**src/rtl/aes_pkg.sv**
```systemverilog
// aes_pkg -- constants and types shared by the AES core blocks.
//   AES_BLOCK_BYTES : bytes in one cipher block (NBYTES for data readout)
//   AES_KEY_BYTES   : bytes in the widest key (NBYTES for key readback)
//   tx_state_t      : state encoding of the byte-serial transmitter
package aes_pkg;

  localparam int AES_BLOCK_BYTES = 16;
  localparam int AES_KEY_BYTES   = 32;

  typedef enum logic {
    ST_IDLE = 1'b0,
    ST_SEND = 1'b1
  } tx_state_t;

endpackage

```
**src/rtl/aes_byte_tx.sv**
```systemverilog
// aes_byte_tx -- captures a wide word in one cycle and streams it out one
// byte per valid/ready handshake, most-significant byte first.
//
// Ports:
//   clk, rst_n   clock (rising edge) and asynchronous active-low reset
//   load         single-cycle capture request for data_in
//   data_in      word to send, byte k at data_in[8*NBYTES-1-8k -: 8]
//   busy         transfer in progress
//   dout         current byte (top byte of the shift register)
//   dout_valid   dout holds a valid byte
//   dout_ready   sink accepts dout this cycle
//   byte_idx     0-based index of the byte on dout
//   last_byte    dout carries the final byte of the word
//   done         one-cycle pulse after the final handshake
//
// state   | meaning
// --------+--------------------------------------------------------------
// ST_IDLE | no transfer; waiting for load
// ST_SEND | presenting byte byte_idx; advances on each handshake
module aes_byte_tx
  import aes_pkg::*;
#(
  parameter int NBYTES = AES_BLOCK_BYTES
) (
  input  logic                  clk,
  input  logic                  rst_n,
  input  logic                  load,
  input  logic [8*NBYTES-1:0]   data_in,
  output logic                  busy,
  output logic [7:0]            dout,
  output logic                  dout_valid,
  input  logic                  dout_ready,
  output logic [5:0]            byte_idx,
  output logic                  last_byte,
  output logic                  done
);

  localparam int         W        = 8 * NBYTES;
  localparam logic [5:0] LAST_IDX = 6'(NBYTES - 1);

  tx_state_t      state, state_nxt;
  logic [W-1:0]   shreg;
  logic           hs;
  logic           final_hs;
  logic           accept;

  assign hs       = (state == ST_SEND) && dout_ready;
  assign final_hs = hs && (byte_idx == LAST_IDX);
  // A load is honoured from IDLE, or in the final-handshake cycle so that a
  // new word follows the old one with no bubble.
  assign accept   = load && ((state == ST_IDLE) || final_hs);

  // state register
  always_ff @(posedge clk or negedge rst_n) begin
    if (!rst_n) state <= ST_IDLE;
    else        state <= state_nxt;
  end

  // next-state logic
  always_comb begin
    state_nxt = state;
    case (state)
      ST_IDLE: if (load)     state_nxt = ST_SEND;
      ST_SEND: if (final_hs) state_nxt = load ? ST_SEND : ST_IDLE;
      default:               state_nxt = ST_IDLE;
    endcase
  end

  // outputs decoded from registered state only
  always_comb begin
    busy       = 1'b0;
    dout_valid = 1'b0;
    if (state == ST_SEND) begin
      busy       = 1'b1;
      dout_valid = 1'b1;
    end
  end

  assign dout      = shreg[W-1 -: 8];
  assign last_byte = dout_valid && (byte_idx == LAST_IDX);

  // datapath: the shift on the final handshake empties the register, so
  // dout idles at zero between transfers.
  always_ff @(posedge clk or negedge rst_n) begin
    if (!rst_n) begin
      shreg    <= '0;
      byte_idx <= '0;
      done     <= 1'b0;
    end else begin
      done <= final_hs;
      if (accept) begin
        shreg    <= data_in;
        byte_idx <= '0;
      end else if (hs) begin
        shreg    <= shreg << 8;
        byte_idx <= final_hs ? 6'd0 : byte_idx + 6'd1;
      end
    end
  end

endmodule

```
**config.mk**
```make
export PLATFORM = sky130hd
export DESIGN_NAME = aes_byte_tx
export DESIGN_NICKNAME = d
export VERILOG_FILES = /design/src/rtl/aes_pkg.sv /design/src/rtl/aes_byte_tx.sv
export SDC_FILE = /design/constraint.sdc
export NUM_CORES = 1
export LEC_CHECK = 0
export CAP_MARGIN = 15
export CORE_ASPECT_RATIO = 1.2
export CORE_MARGIN = 2
export CORE_UTILIZATION = 47
export CTS_BUF_LIST = sky130_fd_sc_hd__clkbuf_16
export CTS_CLUSTER_SIZE = 8
export DETAILED_ROUTE_END_ITERATION = 16
export GPL_ROUTABILITY_DRIVEN = 0
export PLACE_DENSITY = 0.78
export SLEW_MARGIN = 20
export SYNTH_ARGS = -nofsm -noshare
export SYNTH_HDL_FRONTEND = slang
export SYNTH_SLANG_ARGS = --single-unit
```
**constraint.sdc**
```tcl
create_clock -name clk -period 1.8 [get_ports clk]
set_input_delay 0.36 -clock clk [delete_from_list [all_inputs] [get_ports clk]]
set_output_delay 0.36 -clock clk [all_outputs]
set_load 0.01 [all_outputs]
```
==> impl_metrics.toml, run 1 <==
[drt]
drtIter0Drc = 185
first_pass_iters = 4
wl_met1_um = 6420
num_vias = 4541
wl_per_cell_um = 18.9
routed_wl_um = 16500
topRoutingLayerUsed = "met4"
remaining_drc_errors = 0
drtAntennaViolNets = 0
wl_met3_um = 737
viasPerCell = 5.21
wl_met2_um = 8810

[global_route]
grt_max_degree = 42
antenna_found_initial = 1
grt_pass1_vias = 5020
grt_overflow = 0
grt.total_usage = 0.205
grt_first_pass_wirelength_um = 25300

[worst_setup_path]
cp_max_fo = 12
cp.arrival_ns = 2.13
critPathRequiredTime_ns = 2.10
endpoint_kind = "flip-flop"
crit_type = "flip-flop to flip-flop"
r2r_start = "byte_idx[0]"
setup.worst_path.start_class = "flip-flop"
ff2ff_path_depth = 6
r2r-end = "shreg[65]"
r2r_slack_ns = -0.02

[sta]
clock.fmax_ghz = 0.549
min_period_ns = 1.82
fin_skew_ns = 0.00744
tightest_slew_ns = 0.656
rsz0062_at_grt = "true"
hold_viol = 0
slew_viol_final = 0
setup_viol = 11
max_slew_margin = 0.562
finalCritPeriodShare = 1.01
setup_ws_ns = -0.0216

[synthesis]
syn_area_um2 = 7060
yosysSeqAreaShare = 0.482
syn-num-nets = 613
yosys_warnings = 0
synth_top_area_frac = 0.482
netlist_top_cells_area = "dfrtp_1 (48%), mux2_2 (29%), mux2_4 (12%)"
synth_cells = 480
synth.largest_area_cell = "dfrtp_1"
synth_seq_cells = 136
synth.avg_cell_area_um2 = 14.7
synth_cell_types = 32

[cts]
clk_pin_slew_ns = 0.06
clockBufferDepth = 2
cts-root-buf = "clkbuf_16"
worstSkewPairLatency_ns = 0.42
cts_num_sinks = 136
cts-buffers-inserted = 17
cts_tree = "yes"
cts_htree_levels = 4

[floorplanning]
io_pins = 150
start_util = 0.476
core.rowCount = 49
die_x_um = 116
die_area_um2 = 16000
coreArea_um2 = 14800
die_y_um = 138

[pwr]
p_leak_nw = 4.78
ir_drop_uv = 759
powerDensity_nw_per_um2 = 1300

[placed_design]
dp_hpwl_um = 11500
io_buffers = 149
dp_slack_ns = -0.332
placed_cells = 833

[outcome]
status = "complete, but fails checks"
violations = "negative setup slack"

[finish]
final_util = 0.665
final_nets = 789
fin_cells = 872
drive_gt1_frac = 0.475
area.growth.synth_to_final_pct = 39.7

[job]
max_cap_viol_count = 0

[min_path]
hp-class = "primary input to async pin"
[what timing repair did]
item	in CTS	in global routing
pin swaps	3	2
hold buffers	1	0
hold endpoints to repair	25	0
gates resized for setup	26	48
setup endpoints to repair	125	112
cloned	1	3
buffers inserted	2	1
[synth_stat cells]
master,n
mux2_2,180
dfrtp_1,136
mux2_4,57
buf_4,19
nor2_1,12
buf_6,9
mux2i_1,9
a221o_1,8
buf_2,8
clkbuf_1,5
nand2_1,5
nand3_1,5
mux2_1,3
a21o_1,2
and2_1,2
and3_1,2
nor2b_1,2
o21ai_0,2
a21oi_1,1
a22o_1,1
a32o_1,1
a41oi_1,1
and4_1,1
buf_1,1
ha_1,1
nand4b_1,1
nor3b_1,1
o211ai_1,1
o311ai_0,1
or3_1,1
or4_1,1
xnor2_1,1
[registers in the layout (all words and copies together) (netlist names)]
register / cells
done: 1
byte_idx: 6
state: 1
shreg: 128
[layout by cell type (no fill, tap or decap), types with 4 or more instances in the layout]
cell type	Yosys	final
mux2_4	57	99
mux2i_1	9	9
mux2_2	180	138
buf_8	0	5
a221o_1	8	8
nand3_1	5	5
buf_4	19	28
dlygate4sd2_1	0	8
nand2_1	5	5
clkdlybuf4s50_1	0	139
buf_6	9	4
clkbuf_16	0	20
buf_12	0	8
dfrtp_1	136	136
nor2_1	12	12
clkinv_1	0	5
[power breakdown]
group | total (mW) | switching [mW] | internal (mW)
registers | 4.95 | 0.738 | 4.22
logic | 4.64 | 1.35 | 3.29
clock network | 3.23 | 1.24 | 1.98
[logic make-up after synthesis]
logic type / after synthesis / synth area share
compound gates: 18 / 0.0218
xor+xnor: 1 / 0.00124
fa+ha+maj: 1 / 0.00177
buf+inv: 42 / 0.0434
flops: 136 / 0.482
mux: 249 / 0.426
simple gates: 33 / 0.0234
[critical path, cell delays in order (launching register included)]
cell and delay, ns:
dfrtp_1 0.38, ha_2 0.20, and3_4 0.17, a41oi_4 0.23, buf_12 0.19, clkbuf_16 0.19, mux2_2 0.33
[final cells by class]
| type | instances | area [µm²] |
|---|---|---|
| Sequential cell | 136 | 3400 |
| Timing Repair Buffer | 199 | 2120 |
| Clock buffer | 17 | 425 |
| Multi-Input combinational cell | 302 | 3540 |
| Fill cell | 1111 | 4980 |
| Clock inverter | 13 | 115 |
| Antenna cell | 1 | 2.50 |
| Tap cell | 204 | 255 |
[metrics by stage]
stage                     TNS, ns  power (mW)  hold WS, ns  instance area [µm²]
after floorplan             -3.17        7.83       0.0644                 7070
after global placement     -35.59        8.94        0.252                 8960
after detailed placement   -36.68        9.18        0.256                 8960
after CTS                  -0.116        12.5        0.382                 9590
after global routing        -5.52        13.5        0.386                 9860
final                      -0.170        12.8        0.385                 9860
[worst max path at each step]
stage | startpoint | end | depth (start not counted)
after global placement | dout_ready | shreg[51] | 5
after CTS | byte_idx[1] | last_byte | 4
after floorplan | byte_idx[0] | shreg[55] | 6
after global routing | byte_idx[0] | shreg[73] | 6
after detailed placement | dout_ready | shreg[51] | 5
final | byte_idx[0] | shreg[65] | 6
[layer usage]
| layer | track usage | vias up |
|---|---|---|
| li1 | - | 2095 |
| met1 | 0.235 | 2276 |
| met2 | 0.362 | 138 |
| met3 | 0.0526 | 32 |
| met4 | 0.0815 | 0 |
| met5 | 0 | - |
Note: power is estimated with default switching activity, not from simulation.
==> run 2, diff against run 1 <==
--- a/config.mk
+++ b/config.mk
@@ -14,6 +14,7 @@
 export DETAILED_ROUTE_END_ITERATION = 16
 export GPL_ROUTABILITY_DRIVEN = 0
 export PLACE_DENSITY = 0.78
+export SETUP_SLACK_MARGIN = 0.3
 export SLEW_MARGIN = 20
 export SYNTH_ARGS = -nofsm -noshare
 export SYNTH_HDL_FRONTEND = slang
==> run 2 against run 1 <==
Compared with the run above: the flow still finishes with violations (negative setup slack); combinational power is 12% higher; sequential power barely moved; critical endpoint is now shreg[94]; final cell count increased by 2.2%; critical path type unchanged; hold slack improved by 0.039 ns; cell area up 4.6%; wire length rose by 5.8%.
==> impl_metrics.toml, run 2 (synthesis results as in run 1) <==
[outcome]
status = "complete, but fails checks"
violations = "negative setup slack"

[floorplanning]
coreArea_um2 = 14800
core.rowCount = 49
start_util = 0.476
io_pins = 150
die_y_um = 138
die_x_um = 116
die_area_um2 = 16000

[min_path]
hp-class = "primary input to async pin"

[finish]
largest_register_ffs = 128
area.growth.synth_to_final_pct = 46.1
final_common_cell = "mux2_4"
top_register = "shreg"
reg_top3 = "shreg: 128 flops, byte_idx: 6 flops"
drive_gt1_frac = 0.510
final_util = 0.695
final_area_um2 = 10300
n_fill_cell = 1025
final_cell_mix = "mux2_4 (140), dfrtp_1 (136), clkdlybuf4s50_1 (130), mux2_2 (100), buf_4 (25)"
final_nets = 806

[global_route]
antenna_found_initial = 1
grt_overflow = 0
grt_pass1_vias = 5040
grt_first_pass_wirelength_um = 26000
grt_max_degree = 54
grt.total_usage = 0.211

[placed_design]
dp_hpwl_um = 11500
postPlaceCellArea_um2 = 9060
io_buffers = 149

[worst_setup_path]
setup.worst_path.start_class = "flip-flop"
r2r_start = "byte_idx[1]"
ff2ff_path_depth = 9
endpoint_kind = "flip-flop"
cp.arrival_ns = 2.25
critPathRequiredTime_ns = 2.09
r2r-end = "shreg[94]"
crit_type = "flip-flop to flip-flop"
r2r_slack_ns = -0.15
cp_max_fo = 7

[sta]
hold_viol = 0
setup_viol = 120
setup_ws_ns = -0.153
max_slew_margin = 0.726
clock.fmax_ghz = 0.512
slew_viol_final = 0
finalCritPeriodShare = 1.08
fin_skew_ns = 0.0105
tightest_slew_ns = 0.409
min_period_ns = 1.95
rsz0062_at_grt = "true"

[cts]
clk_pin_slew_ns = 0.06
clockBufferDepth = 2
worstSkewPairLatency_ns = 0.41
cts_num_sinks = 136
cts_htree_levels = 4
cts-buffers-inserted = 17
cts_tree = "yes"
cts-root-buf = "clkbuf_16"

[pwr]
powerDensity_nw_per_um2 = 1300
p_leak_nw = 5.17
ir_drop_uv = 634

[drt]
routed_wl_um = 17400
num_vias = 4616
wl_per_cell_um = 19.6
remaining_drc_errors = 0
drtIter0Drc = 203
first_pass_iters = 4
viasPerCell = 5.18
drtAntennaViolNets = 0

[job]
max_cap_viol_count = 0
-- run 2: per-layer routing --
layer,global-route usage,share of wire,up-vias
met5,0,0,-
met4,0.0852,0.031,0
li1,-,-,2140
met2,0.357,0.52,128
met3,0.0478,0.038,36
met1,0.257,0.41,2312
-- run 2: through the flow --
step | cells | total power, mW | TNS, ns | setup slack, ns | hold slack [ns]
floorplan | 480 | 7.95 | 0 | 0.0351 | 0.0644
global placement | 831 | 9.05 | -31.44 | -0.303 | 0.275
detailed placement | 831 | 9.34 | -33.86 | -0.325 | 0.288
CTS | 879 | 13.0 | -9.22 | -0.119 | 0.422
global route | 891 | 14.1 | -19.54 | -0.200 | 0.449
finish | 891 | 13.4 | -13.23 | -0.153 | 0.425
-- run 2: how the worst max path moves through the flow --
| stage | cells past startpoint | endpoint | from | slack, ns |
|---|---|---|---|---|
| 3_5_place_dp | 6 | shreg[85] | dout_ready | -0.33 |
| 2_1_floorplan | 6 | shreg[102] | byte_idx[0] | 0.04 |
| 3_3_place_gp | 6 | shreg[48] | dout_ready | -0.30 |
| 4_1_cts | 7 | shreg[33] | byte_idx[1] | -0.12 |
| 5_1_grt | 8 | shreg[73] | byte_idx[1] | -0.20 |
| 6_report | 9 | shreg[94] | byte_idx[1] | -0.15 |
-- run 2: what timing repair did --
| action | CTS | global route |
|---|---|---|
| setup buffers | 14 | 6 |
| setup endpoints to repair | 148 | 135 |
| gates cloned | 1 | 5 |
| pin swaps | 1 | 0 |
| hold buffers | 1 | 0 |
| gates resized for setup | 104 | 54 |
| endpoints found under the hold margin | 35 | 0 |
-- run 2: layout make-up --
class | instances | area, µm² | share of cell area
Clock buffer | 17 | 425 | 0.0413
Tap cell | 204 | 255 | 0.0248
Antenna cell | 1 | 2.50 | 0.000243
Timing Repair Buffer | 216 | 2400 | 0.232
Clock inverter | 15 | 124 | 0.0120
Multi-Input combinational cell | 302 | 3700 | 0.359
Sequential cell | 136 | 3400 | 0.330
-- run 2: where the power goes --
group	switching (mW)	internal, mW
clock network	1.24	1.99
registers	0.765	4.22
logic	1.50	3.68
-- run 2: critical path: stages (launching register included) --
cell and delay, ns:
dfrtp_1 0.39, ha_2 0.19, and3_4 0.16, buf_6 0.12
a41oi_4 0.15, buf_12 0.15, buf_12 0.10, buf_16 0.13
clkbuf_16 0.15, mux2_4 0.29
==> run 3, diff against run 2 <==
--- a/config.mk
+++ b/config.mk
@@ -6,14 +6,16 @@
 export NUM_CORES = 1
 export LEC_CHECK = 0
 export CAP_MARGIN = 15
+export CELL_PAD_IN_SITES_DETAIL_PLACEMENT = 1
+export CELL_PAD_IN_SITES_GLOBAL_PLACEMENT = 1
 export CORE_ASPECT_RATIO = 1.2
 export CORE_MARGIN = 2
-export CORE_UTILIZATION = 47
+export CORE_UTILIZATION = 38
 export CTS_BUF_LIST = sky130_fd_sc_hd__clkbuf_16
 export CTS_CLUSTER_SIZE = 8
 export DETAILED_ROUTE_END_ITERATION = 16
 export GPL_ROUTABILITY_DRIVEN = 0
-export PLACE_DENSITY = 0.78
+export PLACE_DENSITY_LB_ADDON = 0.1
 export SETUP_SLACK_MARGIN = 0.3
 export SLEW_MARGIN = 20
 export SYNTH_ARGS = -nofsm -noshare
==> run 3 against run 2 <==
Compared with the run above: sequential power shrank 0.8%; the run still ends with negative setup slack left; final cell count grew 0.67%; via count is 3.5% lower; largest cell class unchanged; critical path type unchanged; combinational power down 15%.
==> impl_metrics.toml, run 3 (synthesis results as in run 1) <==
[drt]
viasPerCell = 4.97
wl_per_cell_um = 19.4
drtIter0Drc = 132
num_vias = 4455
first_pass_iters = 4
routed_wl_um = 17400
drtAntennaViolNets = 0
remaining_drc_errors = 0

[global_route]
grt_pass1_vias = 4937
grt.total_usage = 0.184
grt_max_degree = 45
grt_first_pass_wirelength_um = 27700
antenna_found_initial = 0
grt_overflow = 0

[finish]
final_common_cell = "mux2_2"
final_cell_mix = "mux2_2 (164), dfrtp_1 (135), clkdlybuf4s50_1 (129), mux2_4 (73), buf_4 (30)"
largest_register_ffs = 128
num_antenna_cells = 0
drive_gt1_frac = 0.498
area.growth.synth_to_final_pct = 37.8
reg_top3 = "shreg: 128 flops, byte_idx: 6 flops"
final_util = 0.535
top_register = "shreg"
final_nets = 793

[cts]
cts-root-buf = "clkbuf_16"
clockBufferDepth = 2
clk_pin_slew_ns = 0.06
cts_tree = "yes"
worstSkewPairLatency_ns = 0.41
cts_num_sinks = 136
cts-buffers-inserted = 17
cts_htree_levels = 4

[pwr]
pwr-share-clk = 0.252
ir_drop_uv = 677
seqPwrFrac = 0.395
p_int_mw = 9.15
p_leak_nw = 4.72
powerDensity_nw_per_um2 = 1280
p_comb_frac = 0.352
switchingPower_mw = 3.34
swShare = 0.267

[worst_setup_path]
crit_type = "flip-flop to flip-flop"
cp.arrival_ns = 2.18
setup.worst_path.start_class = "flip-flop"
critPathRequiredTime_ns = 2.09
endpoint_kind = "flip-flop"
cp_max_fo = 21

[sta]
tightest_slew_ns = 0.448
rsz0062_at_grt = "true"
hold_slack_ns = 0.436
clock.fmax_ghz = 0.528
finalCritPeriodShare = 1.05
max_slew_margin = 0.701
min_period_ns = 1.89
slew_viol_final = 0
hold_viol = 0
setup_viol = 120
fin_skew_ns = 0.0110
setup_ws_ns = -0.0928

[placed_design]
dp_hpwl_um = 12400
io_buffers = 149

[floorplanning]
io_pins = 150
coreArea_um2 = 18200
die_x_um = 128
die_y_um = 153
die_area_um2 = 19700
core.rowCount = 54
start_util = 0.388

[outcome]
status = "complete, but fails checks"
violations = "negative setup slack"

[job]
max_cap_viol_count = 0

[min_path]
hp-class = "primary input to async pin"
run 3: cell types whose count changed in the layout (fill, tap and decap cells not counted), sizes merged:
cell / delta
buf: -9
bufinv: -1
clkbuf: -4
clkdlybuf4s50: -1
clkinv: +1
diode: -1
dlymetal6s2s: +1
run 3: per-layer routing:
metal	share of wire	GRT usage	routed length, µm	vias up
met5	0	0	0	-
met1	0.44	0.236	7650	2234
met3	0.036	0.0375	628	17
met2	0.51	0.310	8920	98
met4	0.014	0.0597	244	0
li1	-	-	-	2106
run 3: cell type report:
| type | instances | area [µm²] |
|---|---|---|
| fill | 1799 | 8450 |
| clock buffer | 17 | 425 |
| tap | 224 | 280 |
| sequential | 136 | 3400 |
| timing repair buffer | 203 | 2070 |
| clock inverter | 15 | 100 |
| multi-input combinational | 302 | 3450 |
run 3: power by group through the flow:
stage               registers, mW  clock network, mW  logic (mW)
detailed placement           5.02                  0        4.30
finish                       4.94               3.15        4.40
global placement             4.94                  0        4.14
CTS                          4.97               3.23        4.41
global route                 5.09               3.37        4.76
floorplan                    4.71                  0        3.24
run 3: timing repair:
item,CTS,global route
gates resized for setup,69,4
setup buffers,10,6
hold endpoints to repair,41,0
hold buffers,1,0
endpoints found under the setup margin,148,132
pin swaps,7,3
run 3: path summary, 6_finish.rpt:
check / from / end / slack, ns / depth (start not counted)
worst max-delay path: byte_idx[1] / shreg[62] / -0.09 / 7
worst min-delay path: rst_n / byte_idx[1] / 0.44 / 2
worst max register to register: byte_idx[1] / shreg[62] / -0.09 / 7
worst min register to register: shreg[5] / shreg[5] / 0.54 / 1
max in group asynchronous: rst_n / shreg[20] / 0.73 / 3
min in group clk: dout_ready / state / 0.44 / 4
run 3: worst max-delay path, stage by stage, from the launching register on:
cell and delay [ns]:
dfrtp_1 0.39, ha_2 0.20, and3_4 0.16, buf_6 0.12, a41oi_4 0.15, buf_12 0.20
buf_12 0.19, mux2_2 0.35
run 3: metrics by stage:
step,total power [mW],instances,instance area (µm²),setup TNS [ns],worst slack (ns)
after floorplan,7.95,480,7190,0,0.0351
after global placement,9.09,848,9030,-35.04,-0.314
after detailed placement,9.32,848,9030,-32.77,-0.311
after CTS,12.6,891,9670,-7.73,-0.0960
after global routing,13.2,897,9730,-12.33,-0.138
final,12.5,897,9730,-7.80,-0.0928
